File: config.mk
export PLATFORM = sky130hd
export DESIGN_NAME = reg_bank
export DESIGN_NICKNAME = d
export VERILOG_FILES = /design/src/rtl/reg_bank_pkg.sv /design/src/rtl/reg_bank_alu.sv /design/src/rtl/reg_bank.sv
export SDC_FILE = /design/constraint.sdc
export NUM_CORES = 1
export LEC_CHECK = 0
export ABC_AREA = 1
export CAP_MARGIN = 20
export CORE_AREA = 2 2 186 188
export DETAILED_ROUTE_END_ITERATION = 10
export DIE_AREA = 0 0 188 190
export SLEW_MARGIN = 20
export SYNTH_ARGS = -nofsm -noshare
export SYNTH_HDL_FRONTEND = slang
export SYNTH_SLANG_ARGS = --single-unit
File: constraint.sdc
create_clock -name CLK -period 3.7 [get_ports CLK]
set_input_delay 0.555 -clock CLK [delete_from_list [all_inputs] [get_ports CLK]]
set_output_delay 0.555 -clock CLK [all_outputs]
set_load 0.1 [all_outputs]
File: src/rtl/reg_bank_pkg.sv
// Shared types and the next-value rule for the reg_bank register file.
// next_val works on a fixed 64-bit container so a single function serves
// every WIDTH from 2 up to MAX_W; callers zero-extend their operands and
// keep the low WIDTH bits of the result.
package reg_bank_pkg;

    localparam int MAX_W = 64;

    typedef enum logic [2:0] {
        OP_HOLD = 3'b000,
        OP_LOAD = 3'b001,
        OP_INC  = 3'b010,
        OP_DEC  = 3'b011,
        OP_SHL  = 3'b100,
        OP_SHR  = 3'b101,
        OP_CLRR = 3'b110,
        OP_ADD  = 3'b111
    } op_e;

    typedef logic [MAX_W-1:0] word_t;

    // co sits above val so the low MAX_W bits of the packed struct are the value
    typedef struct packed {
        logic  co;
        word_t val;
    } nv_t;

    // Computes the new register contents and carry/borrow/shift-out for one
    // operation on a w-bit register. cur and d must already be zero above bit w-1.
    function automatic nv_t next_val(input op_e op, input word_t cur, input word_t d,
                                     input int unsigned w);
        word_t          mask;
        word_t          msbBit;
        logic [MAX_W:0] sum;
        nv_t            res;
        mask   = (w >= MAX_W) ? '1 : ((word_t'(1) << w) - word_t'(1));
        msbBit = word_t'(1) << (w - 1);
        sum    = {1'b0, cur} + {1'b0, d};
        res.co  = 1'b0;
        res.val = cur;
        case (op)
            OP_HOLD: begin
                res.val = cur;
            end
            OP_LOAD: begin
                res.val = d & mask;
            end
            OP_INC: begin
                res.val = (cur + word_t'(1)) & mask;
                res.co  = (cur == mask);
            end
            OP_DEC: begin
                res.val = (cur - word_t'(1)) & mask;
                res.co  = (cur == '0);
            end
            OP_SHL: begin
                res.val = ((cur << 1) | (d & word_t'(1))) & mask;
                res.co  = |(cur & msbBit);
            end
            OP_SHR: begin
                res.val = ((|(d & msbBit)) ? msbBit : '0) | (cur >> 1);
                res.co  = cur[0];
            end
            OP_CLRR: begin
                res.val = '0;
            end
            OP_ADD: begin
                res.val = sum[MAX_W-1:0] & mask;
                res.co  = |(sum & ((MAX_W+1)'(1) << w));
            end
            default: begin
                res.val = cur;
            end
        endcase
        return res;
    endfunction

endpackage

File: src/rtl/reg_bank_alu.sv
// Combinational operate unit for the register currently addressed by WSEL.
// Produces the candidate next value and carry, plus a flag saying whether
// the operation changes state at all (HOLD leaves both register and CO alone).
module reg_bank_alu
    import reg_bank_pkg::*;
#(
    parameter int WIDTH = 16
) (
    input  op_e              i_op,
    input  logic [WIDTH-1:0] i_cur,
    input  logic [WIDTH-1:0] i_d,
    output logic [WIDTH-1:0] o_val,
    output logic             o_co,
    output logic             o_change
);

    // Evaluate the shared next-value rule; the value lives in the low bits and co above it
    always_comb begin
        o_val    = WIDTH'(next_val(i_op, word_t'(i_cur), word_t'(i_d), WIDTH));
        o_co     = 1'(next_val(i_op, word_t'(i_cur), word_t'(i_d), WIDTH) >> MAX_W);
        o_change = (i_op != OP_HOLD);
    end

endmodule

File: src/rtl/reg_bank.sv
// reg_bank: DEPTH x WIDTH register file with one operate port and two gated
// read ports feeding the ALU operand buses.
// Optional feature: define REG_BANK_BYPASS_EN to forward the value being
// written this cycle onto Q/Qa/Qb ahead of the clock edge.
// Selects at or above DEPTH address nothing: writes are dropped and reads give 0.
// WIDTH must lie between 2 and reg_bank_pkg::MAX_W.
module reg_bank
    import reg_bank_pkg::*;
#(
    parameter int   WIDTH = 16,
    parameter int   DEPTH = 8,
    localparam int  AW    = (DEPTH > 1) ? $clog2(DEPTH) : 1
) (
    input  logic             CLK,
    input  logic             CLR,
    input  logic             R_W,
    input  logic [2:0]       OP,
    input  logic [AW-1:0]    WSEL,
    input  logic [WIDTH-1:0] D,
    input  logic [AW-1:0]    ASEL,
    input  logic [AW-1:0]    BSEL,
    input  logic             Ea,
    input  logic             Eb,
    output logic [WIDTH-1:0] Qa,
    output logic [WIDTH-1:0] Qb,
    output logic [WIDTH-1:0] Q,
    output logic             CO,
    output logic             Z
);

    logic [WIDTH-1:0] r_regs [DEPTH];
    logic             r_co;

    logic [WIDTH-1:0] w_curVal;
    logic [WIDTH-1:0] w_aStored;
    logic [WIDTH-1:0] w_bStored;
    logic             w_wselOk;
    logic [WIDTH-1:0] w_nextVal;
    logic             w_nextCo;
    logic             w_change;
    logic             w_write;
    logic [WIDTH-1:0] w_qView;
    logic [WIDTH-1:0] w_aView;
    logic [WIDTH-1:0] w_bView;

    // Decode the three selects against the populated registers; unmatched selects read 0
    always_comb begin
        w_curVal  = '0;
        w_aStored = '0;
        w_bStored = '0;
        w_wselOk  = 1'b0;
        for (int i = 0; i < DEPTH; i++) begin
            if (WSEL == AW'(i)) begin
                w_curVal = r_regs[i];
                w_wselOk = 1'b1;
            end
            if (ASEL == AW'(i)) begin
                w_aStored = r_regs[i];
            end
            if (BSEL == AW'(i)) begin
                w_bStored = r_regs[i];
            end
        end
    end

    reg_bank_alu #(
        .WIDTH (WIDTH)
    ) u_alu (
        .i_op     (op_e'(OP)),
        .i_cur    (w_curVal),
        .i_d      (D),
        .o_val    (w_nextVal),
        .o_co     (w_nextCo),
        .o_change (w_change)
    );

    // A state change happens only for a real operation on an existing register outside reset
    assign w_write = !CLR && !R_W && w_change && w_wselOk;

`ifdef REG_BANK_BYPASS_EN
    // Forward the pending write so the ALU sees the new operand in the same cycle
    assign w_qView = w_write ? w_nextVal : w_curVal;
    assign w_aView = (w_write && (ASEL == WSEL)) ? w_nextVal : w_aStored;
    assign w_bView = (w_write && (BSEL == WSEL)) ? w_nextVal : w_bStored;
`else
    // Reads always reflect stored contents; writes become visible after the edge
    assign w_qView = w_curVal;
    assign w_aView = w_aStored;
    assign w_bView = w_bStored;
`endif

    assign Q  = w_qView;
    assign Qa = Ea ? w_aView : '0;
    assign Qb = Eb ? w_bView : '0;
    assign Z  = (w_qView == '0);
    assign CO = r_co;

    // Register file and carry flop: reset wins, otherwise only the WSEL register updates
    always_ff @(posedge CLK) begin
        if (CLR) begin
            for (int i = 0; i < DEPTH; i++) begin
                r_regs[i] <= '0;
            end
            r_co <= 1'b0;
        end else if (w_write) begin
            for (int i = 0; i < DEPTH; i++) begin
                if (WSEL == AW'(i)) begin
                    r_regs[i] <= w_nextVal;
                end
            end
            r_co <= w_nextCo;
        end
    end

endmodule
==> results of run 1 <==
## power groups by stage
stage / clock [mW] / combinational [mW] / sequential [mW]
CTS: 1.63 / 2.12 / 1.77
finish: 1.63 / 2.23 / 1.77
detailed placement: 0 / 2.08 / 1.80
global placement: 0 / 2.07 / 1.80
global route: 1.70 / 2.36 / 1.78
floorplan: 0 / 1.13 / 1.77
## worst paths after layout
| check | from | endpoint | slack (ns) | cells after the start |
|---|---|---|---|---|
| setup / recovery | WSEL[1] | Z | 0.15 | 15 |
| hold / removal | CO | CO | 0.54 | 2 |
| hold reg to reg | CO | CO | 0.54 | 2 |
| setup reg to reg | r_regs[0][16] | r_regs[1][6] | 0.18 | 22 |
## Yosys cell counts, drive strengths merged (2+ instances only)
library cell  number  area share [%]
nand2            307              12
nor2             186             7.4
a21oi            164             8.3
inv              146             5.5
edfxtp           128              39
o21ai            107             5.5
nand3             96             5.2
clkbuf            35             1.3
nand4             34             2.1
ha                33             4.2
o221ai            29             2.6
nor3              17            0.91
o22ai             12            0.76
buf               11            0.72
o211ai            11            0.83
o2111ai           10            0.88
or2                8            0.50
a22oi              4            0.30
a211oi             3            0.23
a221oi             2            0.18
a31oi              2            0.13
fa                 2            0.40
o21bai             2            0.15
o22a               2            0.18
xor2               2            0.18
## worst reg2reg max path, stage by stage (launching register included)
cell and delay, ns:
edfxtp_1 0.47, nand4_1 0.15, nand2_1 0.06, nor2_1 0.12
nand3_2 0.11, nand2_4 0.09, nand2_4 0.07, nand2_4 0.09
clkinvlp_4 0.10, ha_4 0.18, fa_2 0.38, nand2_1 0.07
inv_1 0.06, o21ai_2 0.15, nand2_2 0.12, a21o_1 0.21
a21oi_2 0.15, xor2_1 0.15, o21ai_1 0.08, a21oi_2 0.15
nand3_2 0.10, o21ai_4 0.14, nor2_1 0.08
## flip-flops by register name, indices dropped and copies added, names as in the netlist
register / count
CO: 1
r_regs: 128
## cell families (layout without fill, tap and decap cells)
kind of cell,after synthesis,in the layout,synth area share [%]
and+or+nand+nor,651,651,28.5
xor gates and xnor gates,2,2,0.176
DFF,129,129,38.9
AOI/OAI and AO/OA,352,352,20.3
adders and majority gates,35,35,4.56
buffers and inverters,192,483,7.55
## per-layer routing
metal	GRT usage [%]	up-vias	share of wire, %
met1	29.5	5271	40
met3	3.54	154	7.8
met2	39.0	624	47
met5	0	-	0.031
met4	11.2	2	4.9
li1	-	5307	-
## stage by stage
step                      power [mW]  std cells  setup WS (ns)  setup TNS [ns]
after floorplan                 2.90       1361         -0.400          -14.04
after global placement          3.86       2066         -0.719          -61.74
after detailed placement        3.87       2066         -0.735          -65.15
after CTS                       5.52       2102         0.0194               0
after global routing            5.84       2107        -0.0246         -0.0913
final                           5.63       2107          0.149               0
## final cells by class
type                       instances  area [um2]  area share (%)
clock buffer                      17         425            2.94
clock inverter                    14         141           0.979
inverter                         146         568            3.93
multi-input combinational       1040        5820            40.3
sequential                       129        3860            26.7
tap                              455         569            3.94
timing repair buffer             306        3060            21.2
## placed cells by master (no fill, tap or decap), types with 4 or more instances in the layout
master and n:
nor2_1 170, a22oi_1 4, nor3_1 9, nand3_2 11, nand4_1 34, clkinvlp_4 5
o2111ai_1 9, or2_2 6, clkdlybuf4s50_1 30, o21ai_1 17, o211ai_1 11, edfxtp_1 128
nand2_2 26, buf_4 217, nor2_2 12, o21ai_0 77, buf_12 52, o221ai_1 29
nand2_4 10, inv_2 13, clkbuf_16 17, inv_1 127, nand2_1 271, a21oi_1 150
o22ai_1 11, nand3_1 82, o21ai_4 4, o21ai_2 9, a21oi_2 11, nor3_2 7
ha_1 25, ha_4 8, clkinv_2 4
## what timing repair did
| action | CTS | global route |
|---|---|---|
| pin swaps | 18 | 29 |
| hold buffers | 0 | 0 |
| endpoints found under the hold margin | 0 | 0 |
| gates resized for setup | 31 | 71 |
| setup buffers | 4 | 5 |
| gates cloned | 1 | 0 |
| endpoints found under the setup margin | 98 | 96 |
==> results.yml, run 1 <==
run_status:
  status: "finished clean"
placed_design:
  gp_congestion: 0.977
  place_area_mm2: 0.0134
  dp_hpwl_um: 32800
  numPortBuffers: 82
global_route:
  antenna_found_initial: 1
  grt_use_total_pct: 23.3
  overflow: 0
  grt_max_degree: 26
  grt_pass1_vias: 11128
  grt_pass1_wl_um: 64300
synth:
  ys.flop_type: "edfxtp_1"
  synth_cell_types: 48
  seq_area_frac_synth_pct: 38.9
  synth_warnings: 0
  synthesis.nets: 1429
  async_flop_share_pct: 0
  synth_edf_count: 128
  syn_area_mm2: 0.00994
  synth_seq_cells: 129
  syn-instance-count: 1361
  syn_avg_cell_area_um2: 7.30
setup_path:
  cp-end-kind: "output pin"
  cp_top_family: "buffers and inverters"
  worstPathMaxFanout: 9
  cp_common_cell: "buf_4"
  critPathMaxStageDelay_ns: 0.41
  slowest_stage: "nor4_4"
  cp.arrival_ns: 3.00
  cp.required_ns: 3.14
  path_buf_inv: 7
  critPathLaunchType: "primary input"
  crit_type: "primary input to output pin"
  worstPathCellList: "dlygate4sd2_1, buf_6, nand3_2, buf_4, inv_2, buf_4, a21oi_1, nand3_1, o21ai_0, nand2_1, nand2_1, buf_4, nand4_1, nor4_4, buf_12"
floorplan:
  core_area_mm2: 0.0339
  die_x_um: 188
  ioPinCount: 83
  fp.dieH_um: 190
  rows: 68
  initial_core_util_pct: 29.3
  die_area_mm2: 0.0357
run:
  max_cap_viol_count: 0
clock_tree:
  clkLatencyLatePin_ns: 0.42
  clockRootBuffer: "clkbuf_16"
  numCtsBuffers: 17
  cts.clk_slew.worst_paths_ns: 0.06
  cts_max_level: 4
  clk_path_buf_depth: 2
  cts_tree: "yes"
  clock_sinks: 129
power_and_ir_drop:
  p_leak_nw: 6.12
  irDropWorstVdd_v: 0.000337
  clock_power_share_pct: 28.9
  switching_share_pct: 37.5
  comb_power_share_pct: 39.6
  p_per_area_mw_per_mm2: 390
  switchingPower_mw: 2.11
  seq_power_share_pct: 31.5
  internal_power_mw: 3.52
timing:
  setup_viol: 0
  max_freq_ghz: 0.282
  fin_crit_sh_pct: 96.0
  report.final.slew_viol_count: 0
  hold_viol_final: 0
  fin_crit_ns: 3.55
  hold_ws_ns: 0.539
  clock_skew_ns: 0.0102
  worst_slew_pin_slew_ns: 1.03
  relSlewSlack_pct: 30.8
detailed_routing:
  dr.pass1.iters: 6
  drt_iter0_drc: 1406
  drt-total-wl_um: 42100
  drt-wirelength-per-cell_um: 20.0
  drcViolationCount: 0
  avgViaCountPerCell: 5.39
  vias: 11358
  final_antenna_net_count: 0
finish:
  n_antenna_cell: 0
  n_fill_cell: 3306
  layout-drive-gt1-share_pct: 27.2
  area_delta_synth_final_pct: 45.3
  fin_area_mm2: 0.0144
  utilization_pct: 42.6
  nets: 1708
hold_path:
  hp-class: "register to register"
No activity file was read; power rests on OpenSTA's default activity.
==> run 2: changes to the inputs <==
--- a/config.mk
+++ b/config.mk
@@ -7,9 +7,10 @@
 export LEC_CHECK = 0
 export ABC_AREA = 1
 export CAP_MARGIN = 20
-export CORE_AREA = 2 2 186 188
+export CORE_AREA = 2 2 132 263
+export CTS_CLUSTER_SIZE = 40
 export DETAILED_ROUTE_END_ITERATION = 10
-export DIE_AREA = 0 0 188 190
+export DIE_AREA = 0 0 134 265
 export SLEW_MARGIN = 20
 export SYNTH_ARGS = -nofsm -noshare
 export SYNTH_HDL_FRONTEND = slang
==> run 2 against run 1 <==
Clock skew fell by 0.0016 ns. Largest cell class unchanged. Critical path type unchanged. Fmax rose by 0.80%. Hold slack got worse by 0.015 ns. Utilization rose by 1.8 points. Critical endpoint unchanged.
==> results.yml, run 2 (synthesis gave the netlist of run 1 again) <==
run_status:
  status: "finished clean"
clock_tree:
  numCtsBuffers: 17
  cts_tree: "yes"
  cts.clk_slew.worst_paths_ns: 0.05
  clockRootBuffer: "clkbuf_16"
  clock_sinks: 129
  clk_path_buf_depth: 2
  cts_max_level: 4
  postCtsHoldBufs: 0
  clkLatencyLatePin_ns: 0.44
timing:
  max_freq_ghz: 0.284
  fin_crit_ns: 3.52
  report.final.slew_viol_count: 0
  hold_viol_final: 0
  fin_ws_ns: 0.177
  relSlewSlack_pct: 35.6
  worst_slew_pin_slew_ns: 0.963
  fin_crit_sh_pct: 95.2
  rsz0062_at_grt: "false"
  clock_skew_ns: 0.00861
  setup_viol: 0
setup_path:
  startpoint: "WSEL[1]"
  endpoint: "Z"
  rr_startpoint: "r_regs[0][16]"
  worstPathMaxFanout: 8
  crit_cells: 17
  path_buf_inv: 8
  rrSetupSlack_ns: 0.29
  worstPathCellList: "clkbuf_2, buf_6, inv_6, nand3_4, buf_6, buf_4, o21ai_1, nor2_1, nand4_1, nand2_2, nand2_4, buf_4, buf_4, nor2_2, nand2_2, nor4_4, buf_12"
  cp_top_family: "simple AND/OR/NAND/NOR gates"
  timing.rr.end: "r_regs[0][22]"
  cp-end-kind: "output pin"
  reg2regPathDepth: 22
  cp_common_cell: "buf_4"
  slowest_stage: "nor4_4"
  cp.arrival_ns: 2.97
  critPathLaunchType: "primary input"
  cp.required_ns: 3.14
  critPathMaxStageDelay_ns: 0.27
  crit_type: "primary input to output pin"
floorplan:
  die_x_um: 134
  rows: 95
  initial_core_util_pct: 29.8
  die_area_mm2: 0.0355
  core_area_mm2: 0.0334
  fp.dieH_um: 265
  ioPinCount: 83
detailed_routing:
  vias: 11292
  drcViolationCount: 0
  drt-wirelength-per-cell_um: 21.8
  drt_iter0_drc: 805
  drt-total-wl_um: 46100
  dr.pass1.iters: 6
  avgViaCountPerCell: 5.34
  final_antenna_net_count: 0
finish:
  nets: 1735
  layout-drive-gt1-share_pct: 29.6
  area_delta_synth_final_pct: 48.9
  instances_no_fill: 2116
  n_antenna_cell: 0
  most-common-layout-cells: "nand2_1 (266), buf_4 (227), nor2_1 (157)"
  final_common_cell: "nand2_1"
  regMostFlops: "r_regs"
  largest_reg_flops: 128
placed_design:
  numPortBuffers: 82
  placed_cells: 2076
  dp_slack_ns: -0.997
  gp_congestion: 1.03
  dp_hpwl_um: 38600
power_and_ir_drop:
  p_per_area_mw_per_mm2: 380
  p_leak_nw: 6.28
  irDropWorstVdd_v: 0.000325
global_route:
  grt_pass1_vias: 11765
  grt_use_total_pct: 26.3
  antenna_found_initial: 0
  overflow: 0
  grt_max_degree: 27
  grt_pass1_wl_um: 68400
run:
  max_cap_viol_count: 0
hold_path:
  hp-class: "register to register"
  min-delay-start: "CO"
run 2: cell types whose count changed in the layout (fill, tap and decap cells not counted), moves of 3 or more:
cell | before | now
nor2_2 | 12 | 23
buf_6 | 3 | 9
nand2_1 | 271 | 266
nand2_2 | 26 | 30
buf_4 | 217 | 227
a21oi_1 | 150 | 145
a21oi_2 | 11 | 18
nor3_1 | 9 | 6
inv_2 | 13 | 10
nor3_2 | 7 | 11
buf_12 | 52 | 64
nor2_1 | 170 | 157
o21ai_2 | 9 | 12
run 2: worst reg2reg max path, cell delays in order, from the launching register on:
cell and delay, ns:
edfxtp_1 0.44, nand4_1 0.12, nand2_1 0.06, nor2_2 0.09
nand3_1 0.10, nand2_2 0.10, nand2_4 0.07, nand2_4 0.09
clkinvlp_4 0.12, ha_4 0.19, fa_2 0.36, nand2_2 0.07
inv_2 0.04, o21ai_2 0.11, nand2_2 0.11, a21o_1 0.21
a21oi_2 0.14, xor2_1 0.14, o21ai_1 0.09, a21oi_2 0.18
nand3_2 0.11, o21ai_4 0.14, nor2_1 0.08
run 2: report_power, final:
group	internal, mW	switching (mW)
Sequential	1.70	0.0634
Combinational	0.875	1.44
Clock	0.906	0.637
Total	3.49	2.14
run 2: worst min-delay path by stage:
| stage | end | slack, ns | cells after the start |
|---|---|---|---|
| floorplan | r_regs[0][25] | 0.79 | 4 |
| global placement | CO | 0.49 | 2 |
| detailed placement | CO | 0.50 | 2 |
| CTS | CO | 0.51 | 2 |
| global route | CO | 0.54 | 2 |
| finish | CO | 0.52 | 2 |
run 2: timing repair:
action                     in CTS  in global routing
pin swaps                      26                 42
setup buffers                   3                  5
setup endpoints to repair     106                 98
gates resized for setup        56                 78
run 2: cell type report:
type                    count  area, um2
fillers                  3268      18600
well taps                 436        546
flip-flops and latches    129       3860
multi-input cells        1040       5890
clock inverters            13       96.3
inverters                 146        571
clock buffers              19        433
repair buffers            333       3400
run 2: per-layer routing:
metal  vias up  wire length [um]  GRT usage [%]
li1       5365                 -              -
met3       214              1970           3.38
met1      5196             13600           22.1
met4         0              5660           27.8
met2       517             24900           49.5
met5         -                 0              0
run 2: stage by stage:
stage / setup TNS (ns) / total power [mW] / util (%) / instance area [um2] / hold slack (ns)
finish: 0 / 5.63 / 44.3 / 14800 / 0.524
global route: 0 / 5.83 / 44.3 / 14800 / 0.538
CTS: 0 / 5.54 / 43.4 / 14500 / 0.515
detailed placement: -77.54 / 3.96 / 41.2 / 13800 / 0.504
global placement: -75.33 / 3.95 / 41.2 / 13800 / 0.494
floorplan: -14.04 / 2.90 / - / 10100 / 0.791
==> run 3: changes to the inputs <==
--- a/config.mk
+++ b/config.mk
@@ -11,6 +11,7 @@
 export CTS_CLUSTER_SIZE = 40
 export DETAILED_ROUTE_END_ITERATION = 10
 export DIE_AREA = 0 0 134 265
+export MAX_ROUTING_LAYER = met4
 export SLEW_MARGIN = 20
 export SYNTH_ARGS = -nofsm -noshare
 export SYNTH_HDL_FRONTEND = slang
==> run 3 against run 2 <==
Via count is essentially flat. Highest routed layer unchanged. Critical path depth shrank 2. Sequential share of layout area is essentially flat. Utilization is essentially flat. Sequential power is essentially flat. Routed wire length shrank 0.54%.
==> results.yml, run 3 (synthesis gave the netlist of run 1 again) <==
setup_path:
  worstPathMaxFanout: 7
  cp_common_cell: "buf_12"
  reg2regPathDepth: 22
  critPathLaunchType: "primary input"
  cp.required_ns: 3.14
  rrSetupSlack_ns: 0.30
  cp.arrival_ns: 2.99
  slowest_stage: "nor4_4"
  worstPathCellList: "clkbuf_2, buf_6, nand3_1, buf_12, inv_2, buf_12, buf_4, a21oi_1, nand3_1, o21ai_0, nand2_1, nand2_1, nand4_1, nor4_4, buf_12"
  critPathMaxStageDelay_ns: 0.41
  crit_type: "primary input to output pin"
  cp-end-kind: "output pin"
finish:
  regMostFlops: "r_regs"
  most-common-layout-cells: "nand2_1 (266), buf_4 (228), nor2_1 (173)"
  layout-drive-gt1-share_pct: 28.7
  final_common_cell: "nand2_1"
  instances_no_fill: 2117
  n_fill_cell: 3248
  n_antenna_cell: 0
  nets: 1737
  largest_reg_flops: 128
  area_delta_synth_final_pct: 49.0
timing:
  report.final.slew_viol_count: 0
  fin_crit_ns: 3.55
  clock_skew_ns: 0.00928
  setup_viol: 0
  fin_crit_sh_pct: 95.8
  worst_slew_pin_slew_ns: 0.967
  max_freq_ghz: 0.282
  rsz0062_at_grt: "false"
  hold_viol_final: 0
  relSlewSlack_pct: 35.3
hold_path:
  holdPathStages: 2
  hp-class: "register to register"
detailed_routing:
  drt-wirelength-per-cell_um: 21.7
  final_antenna_net_count: 0
  drcViolationCount: 0
  avgViaCountPerCell: 5.33
  drt_iter0_drc: 803
  dr.pass1.iters: 6
  drt-total-wl_um: 45900
  vias: 11281
placed_design:
  placed_cells: 2077
  dp_hpwl_um: 38400
  gp_congestion: 0.966
  numPortBuffers: 82
power_and_ir_drop:
  p_leak_nw: 6.30
  p_per_area_mw_per_mm2: 380
  finalPower_mw: 5.63
  irDropWorstVdd_v: 0.000358
clock_tree:
  clock_sinks: 129
  postCtsHoldBufs: 0
  cts.clk_slew.worst_paths_ns: 0.05
  clk_path_buf_depth: 2
  numCtsBuffers: 17
  clkLatencyLatePin_ns: 0.43
  clockRootBuffer: "clkbuf_16"
  cts_tree: "yes"
  cts_max_level: 4
global_route:
  grt_use_total_pct: 26.6
  grt_max_degree: 27
  overflow: 0
  antenna_found_initial: 0
  grt_pass1_wl_um: 67300
  grt_util_met2_pct: 50.7
  grt-busiest-layer: "met2"
  grt_pass1_vias: 11665
  use_met1_pct: 21.6
  met3_usage_pct: 3.14
floorplan:
  die_x_um: 134
  ioPinCount: 83
  die_area_mm2: 0.0355
  fp.dieH_um: 265
  rows: 95
  initial_core_util_pct: 29.8
  core_area_mm2: 0.0334
run_status:
  status: "finished clean"
run:
  max_cap_viol_count: 0
-- run 3: cell count changes in the layout (fill, tap and decap cells not counted), moves of 4 or more --
cell,previous run,this run
nor2_2,23,9
a21oi_2,18,14
ha_4,7,12
ha_1,25,20
nor2_1,157,173
a21oi_1,145,149
-- run 3: what timing repair did --
| action | in CTS | in global routing |
|---|---|---|
| buffers inserted | 5 | 5 |
| gates cloned | 0 | 0 |
| endpoints found under the setup margin | 106 | 105 |
| gates resized for setup | 42 | 68 |
| pin swaps | 22 | 30 |
-- run 3: routing by layer --
metal  vias up  share of wire [%]
met3       196                3.7
met5         -                  0
met4         0                 10
li1       5361                  -
met1      5269                 30
met2       455                 56
-- run 3: layout make-up --
| type | count | area [um2] | share of cell area, % |
|---|---|---|---|
| Clock inverter | 12 | 95.1 | 0.642 |
| Inverter | 146 | 568 | 3.84 |
| Clock buffer | 19 | 433 | 2.92 |
| Sequential cell | 129 | 3860 | 26.1 |
| Multi-Input combinational cell | 1040 | 5870 | 39.6 |
| Tap cell | 436 | 546 | 3.68 |
| Timing Repair Buffer | 335 | 3440 | 23.2 |
-- run 3: final timing paths --
check	start	to
hold / removal	CO	CO
setup / recovery	WSEL[1]	Z
hold reg to reg	CO	CO
setup reg to reg	r_regs[0][16]	r_regs[0][54]
-- run 3: stage by stage --
step	hold WS, ns	setup TNS [ns]	util [%]	setup WS [ns]	area, um2
global placement	0.493	-82.51	41.3	-0.922	13800
CTS	0.515	0	43.5	0.00308	14500
global route	0.558	0	44.3	0.0469	14800
floorplan	0.791	-14.04	-	-0.400	10100
detailed placement	0.505	-82.70	41.3	-0.940	13800
finish	0.526	0	44.3	0.154	14800
-- run 3: worst max-delay path, delay by kind of cell --
kind                   cells  cell delay, ns
AOI/OAI and AO/OA          2            0.26
buffers and inverters      7            0.95
and+or+nand+nor            6            1.22
-- run 3: power by group --
group,internal (mW),switching [mW],total [mW]
combinational,0.893,1.44,2.33
clock,0.907,0.630,1.54
sequential,1.70,0.0594,1.76
total,3.50,2.13,5.63
